File: config.mk
export PLATFORM = sky130hd
export DESIGN_NAME = hazard_fwd_unit
export DESIGN_NICKNAME = d
export VERILOG_FILES = /design/src/rtl/hazard_fwd_unit.sv
export SDC_FILE = /design/constraint.sdc
export NUM_CORES = 1
export LEC_CHECK = 0
export CORE_AREA = 2 2 71 73
export CTS_BUF_LIST = sky130_fd_sc_hd__clkbuf_2
export DETAILED_ROUTE_END_ITERATION = 10
export DIE_AREA = 0 0 73 75
export PLACE_DENSITY = 0.68
export SYNTH_ARGS = -nofsm -noshare
export SYNTH_HDL_FRONTEND = slang
export SYNTH_SLANG_ARGS = --single-unit
File: constraint.sdc
create_clock -name clk -period 3.19 [get_ports clk]
set_input_delay 0.319 -clock clk [delete_from_list [all_inputs] [get_ports clk]]
set_output_delay 0.319 -clock clk [all_outputs]
set_load 0.01 [all_outputs]
File: src/rtl/hazard_fwd_unit.sv
// Load-use / multicycle stall detection and EX-operand forwarding for an in-order
// ID/EX/MEM/WB pipeline. Bookkeeping entries mirror what sits in EX, MEM and WB.
module hazard_fwd_unit #(
    parameter int NUM_SRC = 2,
    parameter int AW      = 5,
    parameter int MC_LAT  = 4
) (
    input  logic                   clk,
    input  logic                   rst_n,
    input  logic                   id_valid,
    input  logic [NUM_SRC*AW-1:0]  id_rs,
    input  logic [NUM_SRC-1:0]     id_rs_used,
    input  logic [AW-1:0]          id_rd,
    input  logic                   id_regwrite,
    input  logic                   id_is_load,
    input  logic                   id_is_mc,
    input  logic                   flush,
    output logic                   stall,
    output logic                   ex_busy,
    output logic [2*NUM_SRC-1:0]   fwd_sel,
    output logic                   ex_valid,
    output logic                   wb_valid,
    output logic [AW-1:0]          wb_rd
);

    localparam logic [3:0] MC_LOAD = 4'(MC_LAT - 1);

    typedef struct packed {
        logic                  valid;
        logic [NUM_SRC*AW-1:0] rs;
        logic [NUM_SRC-1:0]    rs_used;
        logic [AW-1:0]         rd;
        logic                  regwrite;
        logic                  is_load;
    } ex_entry_t;

    typedef struct packed {
        logic          valid;
        logic [AW-1:0] rd;
        logic          regwrite;
    } late_entry_t;

    ex_entry_t   ex_q;
    late_entry_t mem_q;
    late_entry_t wb_q;
    logic [3:0]  mc_cnt;
    logic        load_use;
    logic        issue;

    // A load in EX whose result an ID source needs cannot be forwarded in time.
    always_comb begin
        load_use = 1'b0;
        for (int i = 0; i < NUM_SRC; i++) begin
            if (ex_q.valid && ex_q.is_load && ex_q.regwrite && (ex_q.rd != '0) &&
                id_rs_used[i] && (id_rs[i*AW +: AW] == ex_q.rd))
                load_use = 1'b1;
        end
    end

    assign ex_busy = (mc_cnt != 4'd0);
    assign stall   = id_valid && (load_use || ex_busy) && !flush;
    assign issue   = id_valid && !stall && !flush;

    // MEM match outranks WB match since it carries the younger value.
    always_comb begin
        fwd_sel = '0;
        for (int i = 0; i < NUM_SRC; i++) begin
            if (ex_q.valid && ex_q.rs_used[i]) begin
                if (mem_q.valid && mem_q.regwrite && (mem_q.rd != '0) &&
                    (mem_q.rd == ex_q.rs[i*AW +: AW]))
                    fwd_sel[2*i +: 2] = 2'b10;
                else if (wb_q.valid && wb_q.regwrite && (wb_q.rd != '0) &&
                         (wb_q.rd == ex_q.rs[i*AW +: AW]))
                    fwd_sel[2*i +: 2] = 2'b01;
            end
        end
    end

    always_ff @(posedge clk or negedge rst_n) begin
        if (!rst_n) begin
            ex_q   <= '0;
            mem_q  <= '0;
            wb_q   <= '0;
            mc_cnt <= 4'd0;
        end else begin
            wb_q <= mem_q;
            if (ex_busy)
                mem_q <= '0;
            else
                mem_q <= '{valid: ex_q.valid, rd: ex_q.rd, regwrite: ex_q.regwrite};

            // A busy EX holds its entry; a flush discards it even mid-multicycle.
            if (flush)
                ex_q <= '0;
            else if (!ex_busy) begin
                if (issue)
                    ex_q <= '{valid: 1'b1, rs: id_rs, rs_used: id_rs_used, rd: id_rd,
                              regwrite: id_regwrite, is_load: id_is_load};
                else
                    ex_q <= '0;
            end

            if (flush)
                mc_cnt <= 4'd0;
            else if (ex_busy)
                mc_cnt <= mc_cnt - 4'd1;
            else if (issue && id_is_mc)
                mc_cnt <= MC_LOAD;
        end
    end

    assign ex_valid = ex_q.valid;
    assign wb_valid = wb_q.valid;
    assign wb_rd    = wb_q.rd;

endmodule

== Yosys cells after proc, flatten, opt, wreduce, memory -nomap -nowiden ==
Index checks and enable logic that the tools add are counted.
Storage, ports and cells
  input port bits: 24
  bits in registers: 38
Operators by class
  equality and inequality tests: 7
  muxes and demuxes: 15
  reduce and logical (&&, ||, !) cells: 30
  add/sub/neg operators: 1
Operators with widths (count)
  $mux 20: 3
  $eq 5x5->1: 6
  $logic_and 1x1->1: 22
  $reduce_bool 5->1: 3
  $mux 4: 3
  $mux 2: 4
  $mux 7: 1
  $mux 1: 4
  $reduce_bool 4->1: 1
  $sub 4x1->4 const B: 1
  $reduce_bool 3->1: 1
  $logic_not 1->1: 2
  $ne 2x2->1 const B: 1
  $logic_or 1x1->1: 1

== Depth between registers and ports, before layout ==
Gate-level depths: netlist of the first run.
  depth in word-level cells: 17
  depth in mapped cells: 8
  depth with buffers taken out: 7

== Worst setup path after synthesis of the first run ==
Ideal clock, no wire load.
  path kind: register to output
  start: reg ex_q[6] (netlist bit)
  end: out stall
  cell stages (with the launch flop): 6
  buffers on the path: 0
  path slack: 1289 ps
  data arrival time: 1582 ps
  cell sequence: dfrtp_1 xor2_1 nor4_1 nand3_1 a211o_1 a21boi_0
Between the ends
  cells in the longest elaborated chain, start to end: 9
  elaborated cells between the ends (all ways): 13
  classes of those cells: eq/ne: 2; mux: 2; reduce/logical: 9
RTL lines
  start: declaration: line 43  | ex_entry_t ex_q;
  start signal: assignment: line 97  | ex_q <= '{valid: 1'b1, rs: id_rs, rs_used: id_rs_used, rd: id_rd,
  $reduce_bool 5->1: line 54  | if (ex_q.valid && ex_q.is_load && ex_q.regwrite && (ex_q.rd != '0) &&
  $logic_and 1x1->1 (2 in series): line 54
  $logic_and 1x1->1: line 55  | id_rs_used[i] && (id_rs[i*AW +: AW] == ex_q.rd))
  $mux 1: line 54
  $mux 1 *: line 54
  $logic_or 1x1->1 *: line 61  | assign stall = id_valid && (load_use || ex_busy) && !flush;
  $logic_and 1x1->1 * (2 in series): line 61
  end: declaration: line 18  | output logic stall,
Mark *: on every way between the ends. The rest lies on a longest branch, timed or not.

== Worst setup path in the final report of the first run ==
Ends and elaborated chain as after synthesis.

==> results of run 1 <==
layer usage:
layer	share of wire (%)	GRT usage (%)	up-vias	routed length, um
li1	-	-	635	-
met1	49	23.1	664	1890
met2	45	24.3	39	1750
met3	4.8	4.15	5	187
met4	1.6	6.17	0	64
met5	0	0	-	0
path summary, 6_finish.rpt:
path                       slack [ns]         to  cells past startpoint
max in group asynchronous        2.68   mem_q[5]                      1
setup / recovery                 0.28      stall                      6
min in group clk                 0.40    wb_q[0]                      0
hold / removal                 -0.003   ex_valid                      1
setup reg to reg                 1.11  mc_cnt[0]                      6
hold reg to reg                  0.40    wb_q[0]                      0
cell type report:
| class | count | area, sq um | area share [%] |
|---|---|---|---|
| flip-flops and latches | 38 | 951 | 42.8 |
| multi-input cells | 106 | 791 | 35.6 |
| repair buffers | 37 | 363 | 16.3 |
| well taps | 54 | 67.6 | 3.04 |
| clock buffers | 5 | 25.0 | 1.13 |
| clock inverters | 3 | 11.3 | 0.507 |
| inverters | 3 | 11.3 | 0.507 |
per-stage QoR:
| step | hold slack (ns) | instances | setup WS [ns] |
|---|---|---|---|
| 2_1_floorplan | 0.0234 | 158 | 1.29 |
| 3_3_place_gp | 0.361 | 238 | 0.424 |
| 3_5_place_dp | 0.370 | 238 | 0.428 |
| 4_1_cts | 0.00678 | 246 | 0.231 |
| 5_1_grt | 0.0410 | 246 | 0.0931 |
| 6_report | -0.00274 | 246 | 0.276 |
placed cells by master (no fill, tap or decap), types with 2 or more instances in the layout:
cell type and n:
dfrtp_1 38, nor3_1 6, xnor2_1 12, xor2_1 20, o211ai_1 2, clkinv_1 3
or4_1 3, nand3_1 5, clkbuf_2 5, nor4_1 6, inv_1 3, nand4_1 2
and3_1 9, nor2_1 7, a22o_1 19, ha_1 2, a31oi_1 2, clkdlybuf4s50_1 35
nand2_1 2
sequential cells by signal, indices dropped and copies added, names as in the netlist:
signal    cells
wb_valid      1
mem_q         7
ex_valid      1
mc_cnt        4
wb_rd         5
wb_q          1
ex_q         19
power by group:
part / switching, mW / internal (mW)
Clock: 0.157 / 0.0468
Sequential: 0.116 / 0.576
Combinational: 0.271 / 0.275
cell families after synthesis:
logic type | share of synthesized area, %
multiplexers | 1.16
adder cells (fa/ha/maj) | 1.37
buffers and inverters | 4.72
AND/OR/NAND/NOR | 13.2
XOR/XNOR | 15.3
flip-flops | 52.0
AO/OA/AOI/OAI | 12.2
==> metrics.md, run 1 <==
| Metric | Value |
|---|---|
| # port buffers | `36` |
| Distinct cells, synth | `28` |
| WL final | `3890 um` |
| Clock root buffer | `clkbuf_2` |
| Initial antenna violation count | `0` |
| Final Instance Area | `2220 sq um` |
| Synth warn | `0` |
| Total I/O pin count | `37` |
| Required time worst endpoint | `roughly 2.9 ns` |
| Worst reg2reg startpoint | `ex_q[6]` |
| Commonest cells in the synthesized netlist | `38 x dfrtp_1, 20 x xor2_1, 19 x a22o_1` |
| Setup Fix Bufs, Post-CTS | `0` |
| Core Footprint | `4660 sq um` |
| Vias | `1343` |
| GRT Util Overall | `16.3%` |
| Mapped Nets | `roughly 180` |
| Most frequent cell after synthesis | `dfrtp_1` |
| Crit Path Class | `flip-flop to primary output` |
| Area contributors post-synth | `dfrtp_1 52%, xor2_1 9.6%, a22o_1 9.1%` |
| Routability cong. | `0.783` |
| MaxCap Viol Count | `0` |
| Tcrit/Tclk final | `between 90% and 100%` |
| Worst hold slack | `-0.00274 ns` |
| # diodes | `0` |
| DRT iter0 DRCs | `71` |
| Post-place instance area | `about 2200 sq um` |
| Clock Skew | `0.0128 ns` |
| Finished Core Util | `47.6%` |
| Post-synthesis sequential area ratio | `52.0%` |
| Status | `finished with violations` |
| Worst VDD drop | `between 0.3 and 0.4 mV` |
| Area delta synth->final | `21.4%` |
| Async SR Flop Fraction | `100%` |
| Worst-Margin Slew | `a little over 0.8 ns` |
| Cell Chain, Critical Path | `xor2_1 > nor4_1 > nand3_1 > a211o_1 > a21boi_0 > clkdlybuf4s50_1` |
| Starting density of the core | `39.2%` |
| Number of flops mapped to enable cells by yosys | `0` |
| Largest delay share family, worst path | `buffers and inverters` |
| Min cycle time layout | `2.91 ns` |
| Type of destination of the critical path | `primary output` |
| Top FF cell, synth | `dfrtp_1` |
| RSZ-0062 raised after global routing | `no` |
| CTS tree | `built` |
| Violations in the final reports | `negative hold slack` |
| ANT nets after route | `0` |
| Clock buffer depth | `2` |
| Cells after Synth | `158` |
| Num CTS Buffers | `5` |
| # clock sinks | `38` |
| HP Class | `primary input to asynchronous set/reset pin` |
| Layout cells sized above 1 | `4.17%` |
| Sum Neg Setup Slack | `0 ns` |
| Nets | `around 220` |
| Register bit total from synthesis | `38` |
| CP peak stage delay | `0.57 ns` |
| H-tree depth | `2` |
| Critical path buffers and inverters | `1` |
| Startpoint types | `flip-flop` |
| HPWL Detailed | `2860 um` |
| Hold-fix buffer count after cts | `0` |
| Total power | `between 1 and 1.5 mW` |
| CTS resizes | `0` |
| Chip width | `73 um` |
| LEAKAGE | `~1.1 nW` |
| First-pass GRT wire length | `6570 um` |
| Residual DRC | `0` |
| Syn_area_per_cell | `11.6 sq um` |
| Pwr/cell area | `649 nW/um^2` |
| Vias in the first global route | `1305` |
| Die H | `75 um` |
| F_max | `0.343 GHz` |
| DRT Pass-1 Iters | `4` |
| GRT overflow | `0` |
| Detail-routed net length per standard cell | `approximately 16 um` |
| Endpoints failing setup | `0` |
| Critical path's slowest cell | `clkdlybuf4s50_1` |
| FILL cells | `445` |
| Crit Path Max Fanout | `5` |
| Synth top area share | `approximately 52%` |
| Hold Violations, Final | `2` |
| Pin count of the biggest net entering global routing | `39` |
| Slew headroom | `a little under half` |
| Die footprint | `5480 sq um` |
| Max-slew violations | `0` |
| Row cnt | `25` |
| Worst EP arrival | `2.60 ns` |
| Vias per cell | `5.46` |
| Post-synth top area cell | `dfrtp_1` |
| Reg clk slew, reported paths | `around 0.19 ns` |
| Post-Synthesis Cell Area | `1830 sq um` |
| Clock Latency Late Sink | `about 0.39 ns` |
| Setup crit start | `ex_q[6]` |
No activity file was read; power rests on OpenSTA's default activity.
==> inputs of run 2 (changes only) <==
- CTS_BUF_LIST: sky130_fd_sc_hd__clkbuf_2 -> sky130_fd_sc_hd__clkbuf_4 sky130_fd_sc_hd__clkbuf_8
- GPL_TIMING_DRIVEN: unset -> 0
==> run 2 against run 1 <==
Non-clock buffer count grew 9. Highest routed layer unchanged. Design area grew 5.2%. Sequential power grew 0.7%. The flow now finishes without violations. Global-route usage shrank 0.39 points. Critical path depth is the same. Clock skew shrank 0.0075 ns. Sequential share of layout area shrank 2.1 points.
==> metrics.md, run 2 (synthesis gave the netlist of run 1 again) <==
| Metric | Value |
|---|---|
| Status | `complete, no violations` |
| Worst VDD drop | `roughly 0.39 mV` |
| Chip width | `73 um` |
| RSZ-0062 raised after global routing | `no` |
| ANT nets after route | `0` |
| Routability cong. | `0.795` |
| GRT overflow | `0` |
| Starting density of the core | `39.2%` |
| Setup Fix Bufs, Post-CTS | `0` |
| Required time worst endpoint | `2.87 ns` |
| Startpoint types | `flip-flop` |
| F_max | `0.355 GHz` |
| Hold-fix buffer count after cts | `0` |
| # clock sinks | `38` |
| Sum Neg Setup Slack | `0 ns` |
| Vias | `roughly 1300` |
| Worst EP arrival | `2.50 ns` |
| Clock Latency Late Sink | `0.28 ns` |
| # diodes | `0` |
| Setup crit start | `ex_q[6]` |
| Layout cells sized above 1 | `under 10%` |
| Die H | `75 um` |
| Min cycle time layout | `2.82 ns` |
| Clock Skew | `0.00533 ns` |
| Area delta synth->final | `27.8%` |
| Post-place instance area | `2240 sq um` |
| Clock buffer depth | `2` |
| First-pass GRT wire length | `6510 um` |
| Type of destination of the critical path | `primary output` |
| Max-slew violations | `0` |
| Core Footprint | `4660 sq um` |
| Commonest non-fill, non-tap cell in the layout | `dfrtp_1` |
| Tcrit/Tclk final | `88.3%` |
| # port buffers | `35` |
| Clock root buffer | `clkbuf_8` |
| CTS resizes | `0` |
| Pin count of the biggest net entering global routing | `39` |
| DRT iter0 DRCs | `87` |
| HPWL Detailed | `2840 um` |
| Slew headroom | `45.1%` |
| Die footprint | `5480 sq um` |
| Initial antenna violation count | `0` |
| Endpoints failing setup | `0` |
| Crit Path Max Fanout | `5` |
| Worst reg2reg startpoint | `ex_q[6]` |
| Max reg flops | `19` |
| FILL cells | `422` |
| Worst-Margin Slew | `0.823 ns` |
| Vias in the first global route | `1262` |
| GRT Util Overall | `~16%` |
| Total I/O pin count | `37` |
| Residual DRC | `0` |
| H-tree depth | `2` |
| Most frequent cells in the layout | `38 x dfrtp_1, 34 x clkdlybuf4s50_1, 20 x xor2_1` |
| MaxCap Viol Count | `0` |
| Num CTS Buffers | `5` |
| Finished Core Util | `between 50% and 60%` |
| LEAKAGE | `1.16 nW` |
| Most flops, register | `ex_q` |
| Vias per cell | `5.13` |
| Total power | `1.60 mW` |
| DRT Pass-1 Iters | `4` |
| Pwr/cell area | `686 nW/um^2` |
| CTS tree | `built` |
| Final Instance Area | `around 2300 sq um` |
| Nets | `226` |
| HP Class | `primary input to asynchronous set/reset pin` |
| Reg clk slew, reported paths | `~0.070 ns` |
| Detail-routed net length per standard cell | `14.9 um` |
| Row cnt | `25` |
| Crit Path Class | `flip-flop to primary output` |
| WL final | `3810 um` |
| Hold Violations, Final | `0` |
-- run 2: layer usage --
metal | global-route usage [%] | routed length, um
met5 | 0 | 0
met2 | 22.9 | 1690
met3 | 3.75 | 150
met4 | 4.32 | 27
met1 | 24.1 | 1940
-- run 2: critical path, stage by stage (launching register included) --
cell             delay (ns)
dfrtp_1                0.47
xor2_1                 0.19
nor4_1                 0.31
nand3_1                0.12
a211o_1                0.36
a21boi_0               0.19
clkdlybuf4s50_1        0.56
-- run 2: through the flow --
step	setup slack (ns)	instances	hold WS [ns]
final	0.374	255	0.135
after global routing	0.179	255	0.208
after floorplan	1.29	158	0.0234
after global placement	0.370	247	0.362
after CTS	0.365	255	0.164
after detailed placement	0.396	247	0.375
-- run 2: area by class of cell --
type                            instances  area, sq um  area share (%)
Inverter                                3         11.3           0.482
Buffer                                 11         75.1            3.21
Clock buffer                            7         90.1            3.86
Clock inverter                          1         5.00           0.214
Tap cell                               54         67.6            2.89
Multi-Input combinational cell        106          791            33.9
Timing Repair Buffer                   35          345            14.8
Sequential cell                        38          951            40.7
-- run 2: final timing paths --
kind | slack [ns] | end | depth (start not counted)
setup / recovery | 0.37 | stall | 6
hold / removal | 0.14 | mem_q[6] | 1
setup reg to reg | 1.09 | mc_cnt[0] | 6
hold reg to reg | 0.39 | wb_valid | 0
max in group asynchronous | 2.54 | mem_q[1] | 1
min in group clk | 0.39 | wb_valid | 0
-- run 2: power by group --
part	internal [mW]	total (mW)	switching (mW)
Sequential	0.577	0.697	0.120
Combinational	0.294	0.565	0.270
Clock	0.183	0.342	0.159
==> inputs of run 3 (changes only) <==
- PLACE_DENSITY: 0.68 -> unset
- PLACE_DENSITY_LB_ADDON: unset -> 0.1
- RECOVER_POWER: unset -> 25
- clock period: 3.19 -> 3.45 ns (I/O delays scaled with it)
==> run 3 against run 2 <==
The run now ends with max-capacitance violations, max-slew violations left. Largest power group unchanged. Critical path type is now primary input to primary output. Sequential share of layout area rose by 0.22 points. Clock power fell by 15%. Power fell by 8.7%. Sequential power fell by 7.5%. Worst hold slack improved by 0.25 ns.
==> metrics.md, run 3 (synthesis gave the netlist of run 1 again) <==
| Metric | Value |
|---|---|
| Status | `finished with violations` |
| Violations in the final reports | `max-capacitance violations, max-slew violations` |
| Die H | `roughly 75 um` |
| Total I/O pin count | `37` |
| HPWL Detailed | `between 3000 and 4000 um` |
| Vias in the first global route | `1365` |
| Max-slew violations | `39` |
| WL final | `4090 um` |
| Layout cells sized above 1 | `7.50%` |
| Initial antenna violation count | `0` |
| Num CTS Buffers | `5` |
| R2R setup slack | `1.32 ns` |
| Clock Skew | `0.00388 ns` |
| Type of destination of the critical path | `primary output` |
| MaxCap Viol Count | `1` |
| Residual DRC | `0` |
| FILL cells | `about 420` |
| Tcrit/Tclk final | `84.1%` |
| Critical path's slowest cell | `clkdlybuf4s50_1` |
| DRT Pass-1 Iters | `4` |
| Pwr/cell area | `630 nW/um^2` |
| Hold Violations, Final | `0` |
| Startpoint types | `primary input` |
| Die footprint | `roughly 5500 sq um` |
| Total power | `1.46 mW` |
| CP peak stage delay | `between 0.5 and 0.6 ns` |
| Min cycle time layout | `between 2 and 3 ns` |
| Row cnt | `25` |
| Nets | `roughly 230` |
| Crit Path Max Fanout | `4` |
| Core Footprint | `between 4000 and 5000 sq um` |
| Vias per cell | `~5.3` |
| Detail-routed net length per standard cell | `16.1 um` |
| Vias | `1338` |
| Max reg flops | `19` |
| Crit Path Class | `primary input to primary output` |
| Routability cong. | `0.796` |
| Required time worst endpoint | `3.11 ns` |
| H-tree depth | `2` |
| Setup Fix Bufs, Post-CTS | `0` |
| # clock sinks | `38` |
| ANT nets after route | `0` |
| Starting density of the core | `39.2%` |
| Clock root buffer | `clkbuf_8` |
| Chip width | `73 um` |
| Most common cell on crit path | `clkdlybuf4s50_1` |
| HP Class | `flip-flop to flip-flop` |
| GRT Util Overall | `approximately 16%` |
| Pin count of the biggest net entering global routing | `39` |
| Commonest non-fill, non-tap cell in the layout | `dfrtp_1` |
| Worst reg2reg startpoint | `ex_q[6]` |
| Most flops, register | `ex_q` |
| LEAKAGE | `between 1 and 1.5 nW` |
| Hold path endpoint | `wb_q[0]` |
| RSZ-0062 raised after global routing | `no` |
| First-pass GRT wire length | `just under 7000 um` |
| Worst EP arrival | `2.56 ns` |
| Area delta synth->final | `27.1%` |
| Hold depth | `0` |
| Worst-Margin Slew | `1.98 ns` |
| R2R depth | `6` |
| Worst VDD drop | `~0.35 mV` |
| Hold-fix buffer count after cts | `0` |
| Cell Chain, Critical Path | `clkdlybuf4s50_1 > xor2_1 > nor4_1 > nand3_1 > a211o_1 > a21boi_0 > clkdlybuf4s50_1` |
| Clock buffer depth | `2` |
| Slew headroom | `-31.7%` |
| Multi-input combinational cell area | `791 sq um` |
| DRT iter0 DRCs | `75` |
| Worst hold start | `mem_q[0]` |
| Largest delay share family, worst path | `buffers and inverters` |
| CTS tree | `built` |
| Sum Neg Setup Slack | `0 ns` |
| Reg clk slew, reported paths | `~0.060 ns` |
| GRT overflow | `0` |
| F_max | `0.345 GHz` |
| Endpoints failing setup | `0` |
| Clock Latency Late Sink | `0.28 ns` |
| Most frequent cells in the layout | `38 x dfrtp_1, 34 x clkdlybuf4s50_1, 20 x xor2_1` |
| Register Area | `951 sq um` |
| # port buffers | `35` |
| Reg-to-reg endpoint | `mc_cnt[0]` |
| # diodes | `0` |
| CTS resizes | `0` |
| Critical path buffers and inverters | `2` |
==> run 3: worst max-delay path by stage <==
stage             to  depth (start not counted)  slack, ns     start
4_1_cts        stall                          7       0.57  id_rs[4]
5_1_grt        stall                          7       0.35  id_rs[4]
3_3_place_gp   stall                          7       0.58  id_rs[4]
2_1_floorplan  stall                          5       1.52   ex_q[6]
6_report       stall                          7       0.55  id_rs[4]
3_5_place_dp   stall                          7       0.58  id_rs[4]
==> run 3: power by group <==
group          switching (mW)  leakage (nW)  internal, mW  total [mW]
registers               0.111         0.520         0.534       0.645
clock network           0.135        0.0452         0.155       0.289
logic                   0.258         0.582         0.272       0.530
==> run 3: per-stage QoR <==
stage	std cells	instance area, sq um	util, %	setup slack, ns	hold WS [ns]
after global placement	247	2250	48.2	0.581	0.368
after floorplan	158	1830	-	1.52	0.0494
after detailed placement	247	2240	48.1	0.584	0.366
after global routing	254	2320	49.9	0.351	0.386
after CTS	254	2320	49.9	0.574	0.193
final	254	2320	49.9	0.549	0.381
==> run 3: area by class of cell <==
cell class / instances / area share (%)
buffer: 11 / 3.23
timing repair buffer: 35 / 14.8
clock buffer: 7 / 3.61
sequential: 38 / 40.9
inverter: 3 / 0.485
tap: 54 / 2.91
multi-input combinational: 106 / 34.0
==> run 3: metal layers <==
layer / global-route usage [%] / routed length, um / vias up
met4: 6.38 / 69 / 0
li1: - / - / 648
met3: 4.28 / 166 / 8
met2: 26.6 / 2000 / 37
met1: 21.3 / 1850 / 645
met5: 0 / 0 / -
